**config.mk**
```make
export PLATFORM = sky130hd
export DESIGN_NAME = spi_slave
export DESIGN_NICKNAME = d
export VERILOG_FILES = /design/src/rtl/spi_pkg.sv /design/src/rtl/spi_sync_edge.sv /design/src/rtl/spi_slave.sv
export SDC_FILE = /design/constraint.sdc
export NUM_CORES = 1
export LEC_CHECK = 0
export ABC_AREA = 1
export CORE_ASPECT_RATIO = 0.9
export CORE_UTILIZATION = 30
export CTS_BUF_LIST = sky130_fd_sc_hd__clkbuf_8
export CTS_CLUSTER_DIAMETER = 30
export DETAILED_ROUTE_END_ITERATION = 7
export DONT_BUFFER_PORTS = 1
export MAX_ROUTING_LAYER = met4
export PLACE_DENSITY = 0.4
export SLEW_MARGIN = 40
export SYNTH_ARGS = -nofsm -noshare
export SYNTH_HDL_FRONTEND = slang
export SYNTH_SLANG_ARGS = --single-unit
```
**constraint.sdc**
```tcl
create_clock -name clk -period 1.6 [get_ports clk]
set_input_delay 0.32 -clock clk [delete_from_list [all_inputs] [get_ports clk]]
set_output_delay 0.32 -clock clk [all_outputs]
set_load 0.03 [all_outputs]
```
**src/rtl/spi_pkg.sv**
```systemverilog
// Shared SPI slave definitions: the FSM state encoding, the frame width and the
// reset levels of the input synchronizers.
package spi_pkg;

    typedef enum logic {
        IDLE   = 1'b0,
        ACTIVE = 1'b1
    } spi_state_t;

    localparam int SPI_BITS = 8;
    localparam int CNT_W    = $clog2(SPI_BITS + 1);

    localparam logic SCK_RST  = 1'b0;
    localparam logic CS_N_RST = 1'b1;
    localparam logic MOSI_RST = 1'b0;

endpackage

```
**src/rtl/spi_sync_edge.sv**
```systemverilog
// Multi-flop synchronizer for one asynchronous SPI line, followed by a
// rise/fall detector built from the last stage and one extra delay flop.
module spi_sync_edge #(
    parameter int   STAGES  = 2,
    parameter logic RST_VAL = 1'b0
) (
    input  logic clk,
    input  logic rst_n,
    input  logic din,
    output logic level,
    output logic rise,
    output logic fall
);

    logic [STAGES-1:0] sync_reg;
    logic              dly_reg;

    always_ff @(posedge clk) begin
        if (!rst_n) begin
            sync_reg <= {STAGES{RST_VAL}};
            dly_reg  <= RST_VAL;
        end else begin
            sync_reg <= {sync_reg[STAGES-2:0], din};
            dly_reg  <= sync_reg[STAGES-1];
        end
    end

    assign level = sync_reg[STAGES-1];
    assign rise  = level & ~dly_reg;
    assign fall  = ~level & dly_reg;

endmodule

```
**src/rtl/spi_slave.sv**
```systemverilog
// SPI Mode 0 slave (MSB first, 8-bit frames, back-to-back bytes per CS) with a
// single-entry transmit holding register, oversampled on the system clock.
module spi_slave
    import spi_pkg::*;
#(
    parameter int SYNC_STAGES = 2
) (
    input  logic                clk,
    input  logic                rst_n,
    input  logic                spi_sck,
    input  logic                spi_cs_n,
    input  logic                spi_mosi,
    output logic                spi_miso,
    output logic                spi_miso_oe,
    input  logic [SPI_BITS-1:0] tx_byte,
    input  logic                tx_load,
    output logic                tx_ready,
    output logic [SPI_BITS-1:0] rx_byte,
    output logic                rx_valid,
    output logic                tx_underrun,
    output logic                busy
);

    logic sck_level, sck_rise, sck_fall;
    logic cs_level, cs_rise, cs_fall;
    logic mosi_level, mosi_rise, mosi_fall;
    logic unused_sync;

    spi_sync_edge #(.STAGES(SYNC_STAGES), .RST_VAL(SCK_RST)) u_sync_sck (
        .clk   (clk),
        .rst_n (rst_n),
        .din   (spi_sck),
        .level (sck_level),
        .rise  (sck_rise),
        .fall  (sck_fall)
    );

    spi_sync_edge #(.STAGES(SYNC_STAGES), .RST_VAL(CS_N_RST)) u_sync_cs (
        .clk   (clk),
        .rst_n (rst_n),
        .din   (spi_cs_n),
        .level (cs_level),
        .rise  (cs_rise),
        .fall  (cs_fall)
    );

    spi_sync_edge #(.STAGES(SYNC_STAGES), .RST_VAL(MOSI_RST)) u_sync_mosi (
        .clk   (clk),
        .rst_n (rst_n),
        .din   (spi_mosi),
        .level (mosi_level),
        .rise  (mosi_rise),
        .fall  (mosi_fall)
    );

    // Only edges of sck/cs and the level of mosi are consumed.
    assign unused_sync = &{1'b0, sck_level, cs_level, mosi_rise, mosi_fall};

    spi_state_t          state_reg, state_next;
    logic [CNT_W-1:0]    bit_cnt_reg, bit_cnt_next;
    logic [SPI_BITS-1:0] shift_tx_reg, shift_tx_next;
    logic [SPI_BITS-1:0] shift_rx_reg, shift_rx_next;
    logic [SPI_BITS-1:0] hold_reg, hold_next;
    logic                hold_full_reg, hold_full_next;
    logic [SPI_BITS-1:0] rx_byte_reg, rx_byte_next;
    logic                rx_valid_reg, rx_valid_next;
    logic                underrun_reg, underrun_next;
    logic                load_tx;

    always_ff @(posedge clk) begin
        if (!rst_n) begin
            state_reg     <= IDLE;
            bit_cnt_reg   <= '0;
            shift_tx_reg  <= '0;
            shift_rx_reg  <= '0;
            hold_reg      <= '0;
            hold_full_reg <= 1'b0;
            rx_byte_reg   <= '0;
            rx_valid_reg  <= 1'b0;
            underrun_reg  <= 1'b0;
        end else begin
            state_reg     <= state_next;
            bit_cnt_reg   <= bit_cnt_next;
            shift_tx_reg  <= shift_tx_next;
            shift_rx_reg  <= shift_rx_next;
            hold_reg      <= hold_next;
            hold_full_reg <= hold_full_next;
            rx_byte_reg   <= rx_byte_next;
            rx_valid_reg  <= rx_valid_next;
            underrun_reg  <= underrun_next;
        end
    end

    always_comb begin
        state_next     = state_reg;
        bit_cnt_next   = bit_cnt_reg;
        shift_tx_next  = shift_tx_reg;
        shift_rx_next  = shift_rx_reg;
        hold_next      = hold_reg;
        hold_full_next = hold_full_reg;
        rx_byte_next   = rx_byte_reg;
        rx_valid_next  = 1'b0;
        underrun_next  = 1'b0;
        load_tx        = 1'b0;

        // A load is only accepted into an empty register, so it can never
        // collide with a consume, which needs a full one.
        if (tx_load && !hold_full_reg) begin
            hold_next      = tx_byte;
            hold_full_next = 1'b1;
        end

        unique case (state_reg)
            IDLE: begin
                if (cs_fall) begin
                    state_next   = ACTIVE;
                    bit_cnt_next = '0;
                    load_tx      = 1'b1;
                end
            end
            ACTIVE: begin
                // CS release wins over any sck edge seen in the same cycle.
                if (cs_rise) begin
                    state_next   = IDLE;
                    bit_cnt_next = '0;
                end else if (sck_rise) begin
                    shift_rx_next = {shift_rx_reg[SPI_BITS-2:0], mosi_level};
                    bit_cnt_next  = bit_cnt_reg + CNT_W'(1);
                    if (bit_cnt_reg == CNT_W'(SPI_BITS - 1)) begin
                        rx_byte_next  = {shift_rx_reg[SPI_BITS-2:0], mosi_level};
                        rx_valid_next = 1'b1;
                    end
                end else if (sck_fall) begin
                    if (bit_cnt_reg == CNT_W'(SPI_BITS)) begin
                        bit_cnt_next = '0;
                        load_tx      = 1'b1;
                    end else begin
                        shift_tx_next = {shift_tx_reg[SPI_BITS-2:0], 1'b0};
                    end
                end
            end
            default: state_next = IDLE;
        endcase

        if (load_tx) begin
            if (hold_full_reg) begin
                shift_tx_next  = hold_reg;
                hold_full_next = 1'b0;
            end else begin
                shift_tx_next = '0;
                underrun_next = 1'b1;
            end
        end
    end

    assign busy        = (state_reg == ACTIVE);
    assign spi_miso    = busy & shift_tx_reg[SPI_BITS-1];
    assign spi_miso_oe = busy;
    assign tx_ready    = ~hold_full_reg;
    assign rx_byte     = rx_byte_reg;
    assign rx_valid    = rx_valid_reg;
    assign tx_underrun = underrun_reg;

endmodule

```
==> results of run 1 <==
==> Yosys cell counts <==
cell	number	area [µm²]
a21oi_1	8	40.0
nand2_4	4	45.0
ha_1	2	25.0
buf_6	1	11.3
nand2_2	1	6.26
xor2_1	1	8.76
nor3_1	1	5.00
inv_1	35	131
nand3_4	1	17.5
nand4_1	1	6.26
o21ai_1	1	5.00
nand2_1	54	203
clkinv_2	1	5.00
nor2_4	2	22.5
clkbuf_1	4	15.0
or2_2	2	12.5
buf_4	2	15.0
inv_2	1	3.75
nor2_1	64	240
o21ai_0	23	115
nand3_1	13	65.1
nand3_2	2	20.0
dfxtp_1	47	941
buf_2	1	5.00
nand3b_4	1	20.0
inv_4	1	6.26
==> final cells by class <==
cell class	instances	area, µm²
fillers	713	4050
repair buffers	6	45.0
well taps	87	109
clock inverters	3	20.0
flip-flops and latches	47	941
inverters	38	146
multi-input cells	181	871
clock buffers	5	68.8
==> how the worst max path moves through the flow <==
stage	slack, ns	cells after the start	from	to
final	0.15	2	busy	busy
after global routing	0.01	10	bit_cnt_reg[0]	shift_tx_reg[5]
after CTS	0.13	2	busy	busy
after detailed placement	0.17	10	bit_cnt_reg[0]	shift_tx_reg[7]
after global placement	0.16	10	bit_cnt_reg[0]	shift_tx_reg[5]
after floorplan	0.15	8	busy	shift_tx_reg[1]
==> where the power goes <==
| part | switching (W) | internal, W |
|---|---|---|
| combinational | 0.0000980 | 0.0000521 |
| clock | 0.000410 | 0.000305 |
| sequential | 0.0000223 | 0.00121 |
| total | 0.000530 | 0.00156 |
==> logic make-up after synthesis <==
family                     count (synthesis)
AOI/OAI and AO/OA                         32
xor gates and xnor gates                   1
adders and majority gates                  2
buffers and inverters                     46
DFF                                       47
and+or+nand+nor                          146
==> metal layers <==
metal | global-route usage [%] | share of wire, % | up-vias
met5 | - | 0 | -
li1 | - | - | 845
met2 | 18.9 | 42 | 19
met3 | 2.91 | 2.6 | 4
met1 | 18.0 | 55 | 677
met4 | 6.89 | 1.2 | 0
==> critical path, stage by stage, from the launching register on <==
cell     delay [ns]
dfxtp_1        0.44
buf_4          0.17
buf_4          0.21
==> per-stage QoR <==
step / cell area, µm² / hold slack (ns)
after floorplan: 1990 / 0.390
after global placement: 2100 / 0.394
final: 2200 / 0.0938
after detailed placement: 2100 / 0.395
after CTS: 2190 / 0.0710
after global routing: 2200 / 0.0764
==> results by group, run 1 <==
Clock tree
  • CTS tree: done
  • Clock-pin slew on the worst setup and hold paths: 0.09 ns
  • Clk sinks: 47
  • Hold buffer count at CTS: 0
  • CTS resizes: 0
  • CTS root buf: clkbuf_8
  • H-tree Lvls: 2
  • Clock Path Buffers: 2
  • CTS Buf Count: 5
  • Setup bufs post-CTS: 0
  • Clock Latency Late Sink: 0.30 ns

Die
  • Chip height: 79.3 µm
  • Initial core utilization: 31.9%
  • Core Box Area: 0.00625 mm²
  • # IOs: 28
  • FP Rows: 27
  • Die area: 0.00697 mm²
  • Die X: 87.9 µm

Job
  • Total of max-cap violations: 0

Drt
  • Drt wl/cell: 10.8 µm
  • Post-Route WL: 3.98 mm
  • Iter 0 DRT Violations: 81
  • Vias: 1545
  • Via density: 4.21
  • Antenna Nets Post-Route: 0
  • # DRC: 0
  • DRT Pass-1 Iters: 4

Logic synthesis
  • Post-synthesis sequential area ratio: 47.3%
  • Synth Register Bits: 47
  • Post-Synth Adder-Cell Area: 1.26%
  • Syn Area/Cell: 7.27 µm²
  • Xor and xnor fraction of the mapped netlist area: 0.440%
  • Syn Nets: 290
  • Main combinational cell family by area after synthesis: simple AND/OR/NAND/NOR gates
  • Cells after synthesis: 274
  • Synth warn: 0
  • Mux cell area share after synthesis: 0%
  • Post-synthesis simple-gate area fraction: 33.3%
  • Yosys cell types: 26
  • Post-synthesis compound-gate area fraction: 8.05%
  • Mapped cell area: 0.00199 mm²

Final layout
  • Leading cell type in the layout, fill and taps excluded: nor2_1
  • Fin cells: 367
  • Diodes inserted: 0
  • Area growth syn-to-layout: 10.6%
  • Final core utilization: 35.2%
  • Layout cells sized above 1: 10.7%
  • Most frequent cells in the layout: nor2_1, nand2_1, dfxtp_1
  • Layout Nets: 295

Global routing
  • Initial antenna violation count: 0
  • Grt total ovfl: 0
  • Tot GR Track Use: 13.4%
  • Vias in the first global route: 1519
  • Wire length of the first global-routing pass: 6.96 mm
  • Largest net degree at the start of global routing: 40

Critical path
  • Startpoint Class: flip-flop
  • Reg2Reg Launch Point: bit_cnt_reg[0]
  • WP data arrival: 1.13 ns
  • R2R Setup Slk: 0.20 ns
  • Reg2Reg Depth: 10
  • Endpoint class of the critical path: primary output
  • Worst-path maximum fanout: 5
  • Reg2reg end: shift_tx_reg[5]
  • Data required time of the worst path: 1.28 ns
  • Worst setup path category: reg -> out

Timing
  • Final period utilization: 90.5%
  • Slew HR: 76.9%
  • Final hold viol count: 0
  • Final min period: 1.45 ns
  • Final setup TNS: 0 ns
  • Setup Skew: 0.0123 ns
  • RSZ-0062 raised after global routing: no
  • Slew Limit Fails: 0
  • Final WS setup: 0.153 ns
  • F_max: 0.691 GHz
  • Worst slew pin tran: 0.345 ns
  • # setup viols final: 0

Place
  • Gpl congestion: 0.706
  • Hpwl dp: 2.74 mm
  • DP Worst Slack: 0.166 ns
  • Port bufs: 0
  • Placed Cells: 359

Pwr
  • Power Density: 951 mW/mm²
  • Max VDD drop: 365 µV
  • Leakage power: 1.11 nW
  • Final Power: 0.00209 W

Hold path
  • Hold Crit Depth: 1
  • Hold_sp: rst_n
  • Hold WC Path Type: in -> reg
  • Hold path endpoint: u_sync_cs.dly_reg

Outcome
  • Status: complete, no violations
(Power assumes the default switching activity.)
==> inputs of run 2 (changes only) <==
CORE_UTILIZATION = 25   (was 30)
PLACE_DENSITY = 0.34   (was 0.4)
TNS_END_PERCENT = 10   (was not set)
==> run 2 against run 1 <==
Fmax down 2.1%; clock power is 9.1% higher; critical path depth up 8; sequential power barely moved; non-clock buffer count increased by 1; register-to-register slack worse by 0.08 ns; critical endpoint is now shift_tx_reg[7].
==> results by group, run 2 (same netlist as run 1, synthesis figures left out) <==
Clock tree
  • Setup bufs post-CTS: 0 (unchanged)
  • Clock Latency Late Sink: 0.31 ns (about the same)
  • CTS resizes: 0 (unchanged)
  • Clock Path Buffers: 2 (unchanged)
  • Clk sinks: 47 (unchanged)
  • CTS Buf Count: 5 (unchanged)
  • CTS tree: done
  • Hold buffer count at CTS: 0 (unchanged)
  • H-tree Lvls: 2 (unchanged)
  • CTS root buf: clkbuf_8
  • Clock-pin slew on the worst setup and hold paths: 0.09 ns (about the same)

Final layout
  • Most frequent cells in the layout: nor2_1, nand2_1, dfxtp_1
  • Diodes inserted: 0 (unchanged)
  • Layout fillers: 879 (+23%)
  • Final core utilization: 29.1% (-6.1 points)
  • Layout cells sized above 1: 11.4% (+0.67 points)
  • Area growth syn-to-layout: 11.4%
  • Layout Nets: 296 (+0.34%)
  • Leading cell type in the layout, fill and taps excluded: nor2_1

Die
  • Chip height: 86.7 µm (+9.3%)
  • FP Rows: 30 (+11%)
  • Die area: 0.00832 mm² (+19%)
  • Core Box Area: 0.00762 mm² (+22%)
  • # IOs: 28 (unchanged)
  • Die X: 96.1 µm (+9.3%)
  • Initial core utilization: 26.1% (-5.7 points)

Critical path
  • Data required time of the worst path: 1.81 ns (+0.53 ns)
  • Reg2reg end: shift_tx_reg[7]
  • Reg2Reg Depth: 10 (unchanged)
  • WP data arrival: 1.68 ns (+0.55 ns)
  • CP endpoint: shift_tx_reg[7]
  • Endpoint class of the critical path: flip-flop
  • Startpoint Class: flip-flop
  • Worst setup path category: reg -> reg
  • Reg2Reg Launch Point: bit_cnt_reg[1]
  • Worst-path maximum fanout: 10 (+5)
  • R2R Setup Slk: 0.12 ns (-0.08 ns)
  • Worst Setup SP: bit_cnt_reg[1]

Pwr
  • Clk pwr share: 36.1% (+2.0 points)
  • Power Density: 973 mW/mm² (+2.2%)
  • Switching part of the total power: 25.2% (-0.12 points)
  • Sequential share of power: 57.0% (-1.7 points)
  • Max VDD drop: 305 µV (-16%)
  • Leakage power: 1.14 nW (+2.0%)
  • Sw power: 0.000544 W (+2.5%)
  • Final Power: 0.00216 W (+3.0%)
  • P_int: 0.00161 W (+3.2%)
  • Comb power frac: 6.8% (-0.4 points)

Timing
  • Final min period: 1.48 ns (+0.0316 ns)
  • Final setup TNS: 0 ns (unchanged)
  • Final hold viol count: 0 (unchanged)
  • Worst slew pin tran: 0.372 ns (+0.0262 ns)
  • RSZ-0062 raised after global routing: no
  • Setup Skew: 0.0218 ns (+0.00954 ns)
  • # setup viols final: 0 (unchanged)
  • Final period utilization: 92.4% (+2.0 points)
  • F_max: 0.676 GHz (-2.1%)
  • Slew Limit Fails: 0 (unchanged)
  • Final worst hold slack: 0.0876 ns (-0.00613 ns)
  • Slew HR: 75.1% (-1.9 points)

Drt
  • Via density: 4.16 (-1.3%)
  • Antenna Nets Post-Route: 0 (unchanged)
  • Drt wl/cell: 11.1 µm (+2.5%)
  • # DRC: 0 (unchanged)
  • DRT Pass-1 Iters: 4 (unchanged)
  • Vias: 1567 (+1.4%)
  • Post-Route WL: 4.19 mm (+5.3%)
  • Iter 0 DRT Violations: 63 (-22%)

Hold path
  • Hold_sp: rst_n
  • Hold WC Path Type: in -> reg

Job
  • Total of max-cap violations: 0 (unchanged)

Place
  • Hpwl dp: 2.89 mm (+5.6%)
  • Gpl congestion: 0.701 (-0.62%)
  • Port bufs: 0 (unchanged)

Global routing
  • Initial antenna violation count: 0 (unchanged)
  • Wire length of the first global-routing pass: 7.02 mm (+0.99%)
  • Largest net degree at the start of global routing: 40 (unchanged)
  • Tot GR Track Use: 11.5% (-1.9 points)
  • Vias in the first global route: 1422 (-6.4%)
  • Grt total ovfl: 0 (unchanged)
  • Met3 usage: 3.07% (+0.16 points)
  • Met2 usage: 15.4% (-3.5 points)
  • Met1 GRT Util: 16.1% (-1.9 points)
  • Most used routing layer: met1

Outcome
  • Status: complete, no violations
-- run 2: cell type report --
type	instances	area (µm²)	share of cell area, %
timing repair buffer	7	52.6	2.37
clock inverter	2	16.3	0.734
tap	96	120	5.42
multi-input combinational	181	857	38.7
sequential	47	942	42.5
inverter	38	146	6.60
clock buffer	6	82.6	3.72
-- run 2: metrics by stage --
step                      area [µm²]  worst slack, ns  instances
after floorplan                 1990            0.149        274
final                           2220            0.121        377
after detailed placement        2120            0.110        369
after CTS                       2220           0.0959        377
after global placement          2120            0.145        369
after global routing            2220           0.0206        377
-- run 2: how the worst min path moves through the flow --
stage                               to  slack, ns  depth (start not counted)
2_1_floorplan  u_sync_mosi.sync_reg[1]       0.39                          2
3_3_place_gp    u_sync_sck.sync_reg[1]       0.39                          2
3_5_place_dp         u_sync_cs.dly_reg       0.40                          1
4_1_cts              u_sync_cs.dly_reg       0.08                          1
5_1_grt              u_sync_cs.dly_reg       0.08                          1
6_report             u_sync_cs.dly_reg       0.09                          1
-- run 2: metal layers --
layer	part of all wire (%)	routed length [µm]
met1	54	2270
met3	3.6	150
met4	1.9	78
met2	41	1700
met5	0	0
-- run 2: power by group through the flow --
stage	sequential [W]	clock [W]	combinational (W)
finish	0.00123	0.000780	0.000147
floorplan	0.00125	0	0.000124
CTS	0.00123	0.000822	0.000151
global placement	0.00126	0	0.000151
detailed placement	0.00126	0	0.000150
global route	0.00124	0.000867	0.000173
-- run 2: critical path, stage by stage (launching register included) --
cell     delay (ns)
dfxtp_1        0.39
inv_1          0.06
ha_1           0.19
nand3_2        0.10
nor2_4         0.05
nand2_4        0.13
nand2_2        0.13
nand2_1        0.13
nand2_1        0.06
nor2_1         0.10
nor2_1         0.05
==> inputs of run 3 (changes only) <==
PLACE_DENSITY = not set   (was 0.34)
==> run 3 against run 2 <==
Sequential cell count stayed put; fmax up 1.9%; register-to-register slack improved by 0.03 ns; via count grew 1.9%; cell count decreased by 0.27%; first-iteration DRC count down 21%; non-clock buffer count fell by 1.
==> results by group, run 3 (same netlist as run 1, synthesis figures left out) <==
Global routing
  • Wire length of the first global-routing pass: 6.62 mm (-5.8%)
  • Grt total ovfl: 0 (unchanged)
  • Initial antenna violation count: 0 (unchanged)
  • Vias in the first global route: 1485 (+4.4%)
  • Largest net degree at the start of global routing: 40 (unchanged)
  • Tot GR Track Use: 10.5% (-1.0 points)

Place
  • DP Worst Slack: 0.165 ns (+0.0543 ns)
  • Gpl congestion: 0.831 (+18%)
  • Port bufs: 0 (unchanged)
  • Hpwl dp: 2.68 mm (-7.5%)

Timing
  • Slew Limit Fails: 0 (unchanged)
  • Setup Skew: 0.00908 ns (-0.0128 ns)
  • Worst slew pin tran: 0.328 ns (-0.0436 ns)
  • Slew HR: 78.0% (+2.9 points)
  • Final min period: 1.45 ns (-0.0273 ns)
  • # setup viols final: 0 (unchanged)
  • Final period utilization: 90.7% (-1.7 points)
  • Final WS setup: 0.148 ns (+0.0273 ns)
  • F_max: 0.689 GHz (+1.9%)
  • Final setup TNS: 0 ns (unchanged)
  • RSZ-0062 raised after global routing: no
  • Final hold viol count: 0 (unchanged)

Job
  • Total of max-cap violations: 0 (unchanged)

Drt
  • Drt wl/cell: 9.96 µm (-10%)
  • Antenna Nets Post-Route: 0 (unchanged)
  • Vias: 1596 (+1.9%)
  • Post-Route WL: 3.75 mm (-11%)
  • Via density: 4.24 (+2.1%)
  • # DRC: 0 (unchanged)
  • DRT Pass-1 Iters: 4 (unchanged)
  • Iter 0 DRT Violations: 50 (-21%)

Die
  • # IOs: 28 (unchanged)
  • Chip height: 86.7 µm (unchanged)
  • FP Rows: 30 (unchanged)
  • Die area: 0.00832 mm² (unchanged)
  • Core Box Area: 0.00762 mm² (unchanged)
  • Die X: 96.1 µm (unchanged)
  • Initial core utilization: 26.1% (unchanged)

Critical path
  • Endpoint class of the critical path: flip-flop
  • WP data arrival: 1.66 ns (-0.02 ns)
  • Data required time of the worst path: 1.81 ns (about the same)
  • Worst setup path category: reg -> reg
  • Reg2Reg Depth: 10 (unchanged)
  • Worst-path maximum fanout: 10 (unchanged)
  • Startpoint Class: flip-flop

Clock tree
  • H-tree Lvls: 2 (unchanged)
  • CTS root buf: clkbuf_8
  • Hold buffer count at CTS: 0 (unchanged)
  • CTS Buf Count: 5 (unchanged)
  • Clock-pin slew on the worst setup and hold paths: 0.09 ns (about the same)
  • Setup bufs post-CTS: 0 (unchanged)
  • Clock Latency Late Sink: 0.30 ns (about the same)
  • Clock Path Buffers: 2 (unchanged)
  • CTS tree: done
  • Clk sinks: 47 (unchanged)

Pwr
  • Power Density: 1020 mW/mm² (+4.5%)
  • Max VDD drop: 502 µV (+65%)
  • Leakage power: 1.13 nW (-0.41%)

Final layout
  • Area growth syn-to-layout: 12.3%
  • Diodes inserted: 0 (unchanged)
  • Layout cells sized above 1: 10.7% (-0.67 points)
  • Layout fillers: 833 (-5.2%)
  • Layout Nets: 295 (-0.34%)
  • Leading cell type in the layout, fill and taps excluded: nor2_1
  • Most frequent cells in the layout: nor2_1, nand2_1, dfxtp_1

Outcome
  • Status: complete, no violations

Hold path
  • Hold WC Path Type: in -> reg
  • Hold Crit Depth: 1 (unchanged)
[run 3: worst paths after layout]
check	from	to	slack, ns
hold reg to reg	u_sync_mosi.sync_reg[0]	u_sync_mosi.sync_reg[1]	0.42
hold / removal	rst_n	u_sync_cs.dly_reg	0.1
setup reg to reg	bit_cnt_reg[0]	shift_tx_reg[6]	0.15
setup / recovery	bit_cnt_reg[0]	shift_tx_reg[6]	0.15
[run 3: timing repair]
item / in CTS / in global routing
endpoints found under the setup margin: 0 / 1
hold endpoints to repair: 0 / 0
gates resized for setup: 0 / 1
[run 3: final cells by class]
class | count | area (µm²) | area share, %
repair buffers | 6 | 45.0 | 2.02
flip-flops and latches | 47 | 941 | 42.1
multi-input cells | 181 | 866 | 38.7
well taps | 96 | 120 | 5.38
clock inverters | 3 | 47.5 | 2.13
inverters | 38 | 146 | 6.55
clock buffers | 5 | 68.8 | 3.08
[run 3: per-stage QoR]
| step | instances | cell area (µm²) | utilization (%) | total power [W] | hold WS [ns] |
|---|---|---|---|---|---|
| after floorplan | 274 | 1990 | - | 0.00138 | 0.390 |
| after global placement | 368 | 2110 | 27.7 | 0.00140 | 0.394 |
| after detailed placement | 368 | 2110 | 27.7 | 0.00140 | 0.399 |
| after CTS | 376 | 2230 | 29.2 | 0.00230 | 0.0785 |
| after global routing | 376 | 2230 | 29.3 | 0.00237 | 0.0822 |
| final | 376 | 2230 | 29.3 | 0.00227 | 0.0963 |
[run 3: worst max-delay path, cell delays in order, from the launching register on]
cell,delay (ns)
dfxtp_1,0.38
inv_1,0.07
ha_1,0.20
nand3_2,0.11
nor2_4,0.05
nand2_4,0.12
nand2_2,0.13
nand2_1,0.10
nand2_1,0.05
nor2_1,0.09
nor2_1,0.05
[run 3: per-layer routing]
| metal | global-route usage, % | routed length [µm] | vias up | share of wire [%] |
|---|---|---|---|---|
| li1 | - | - | 848 | - |
| met1 | 12.7 | 1800 | 707 | 48 |
| met2 | 15.9 | 1710 | 34 | 46 |
| met3 | 3.51 | 176 | 7 | 4.7 |
| met4 | 4.21 | 55 | 0 | 1.5 |
| met5 | - | 0 | - | 0 |
[run 3: where the power goes]
| part | switching (W) | internal (W) | total, W |
|---|---|---|---|
| Combinational | 0.0000947 | 0.0000529 | 0.000148 |
| Sequential | 0.0000237 | 0.00121 | 0.00123 |
| Clock | 0.000420 | 0.000474 | 0.000893 |
| Total | 0.000538 | 0.00173 | 0.00227 |
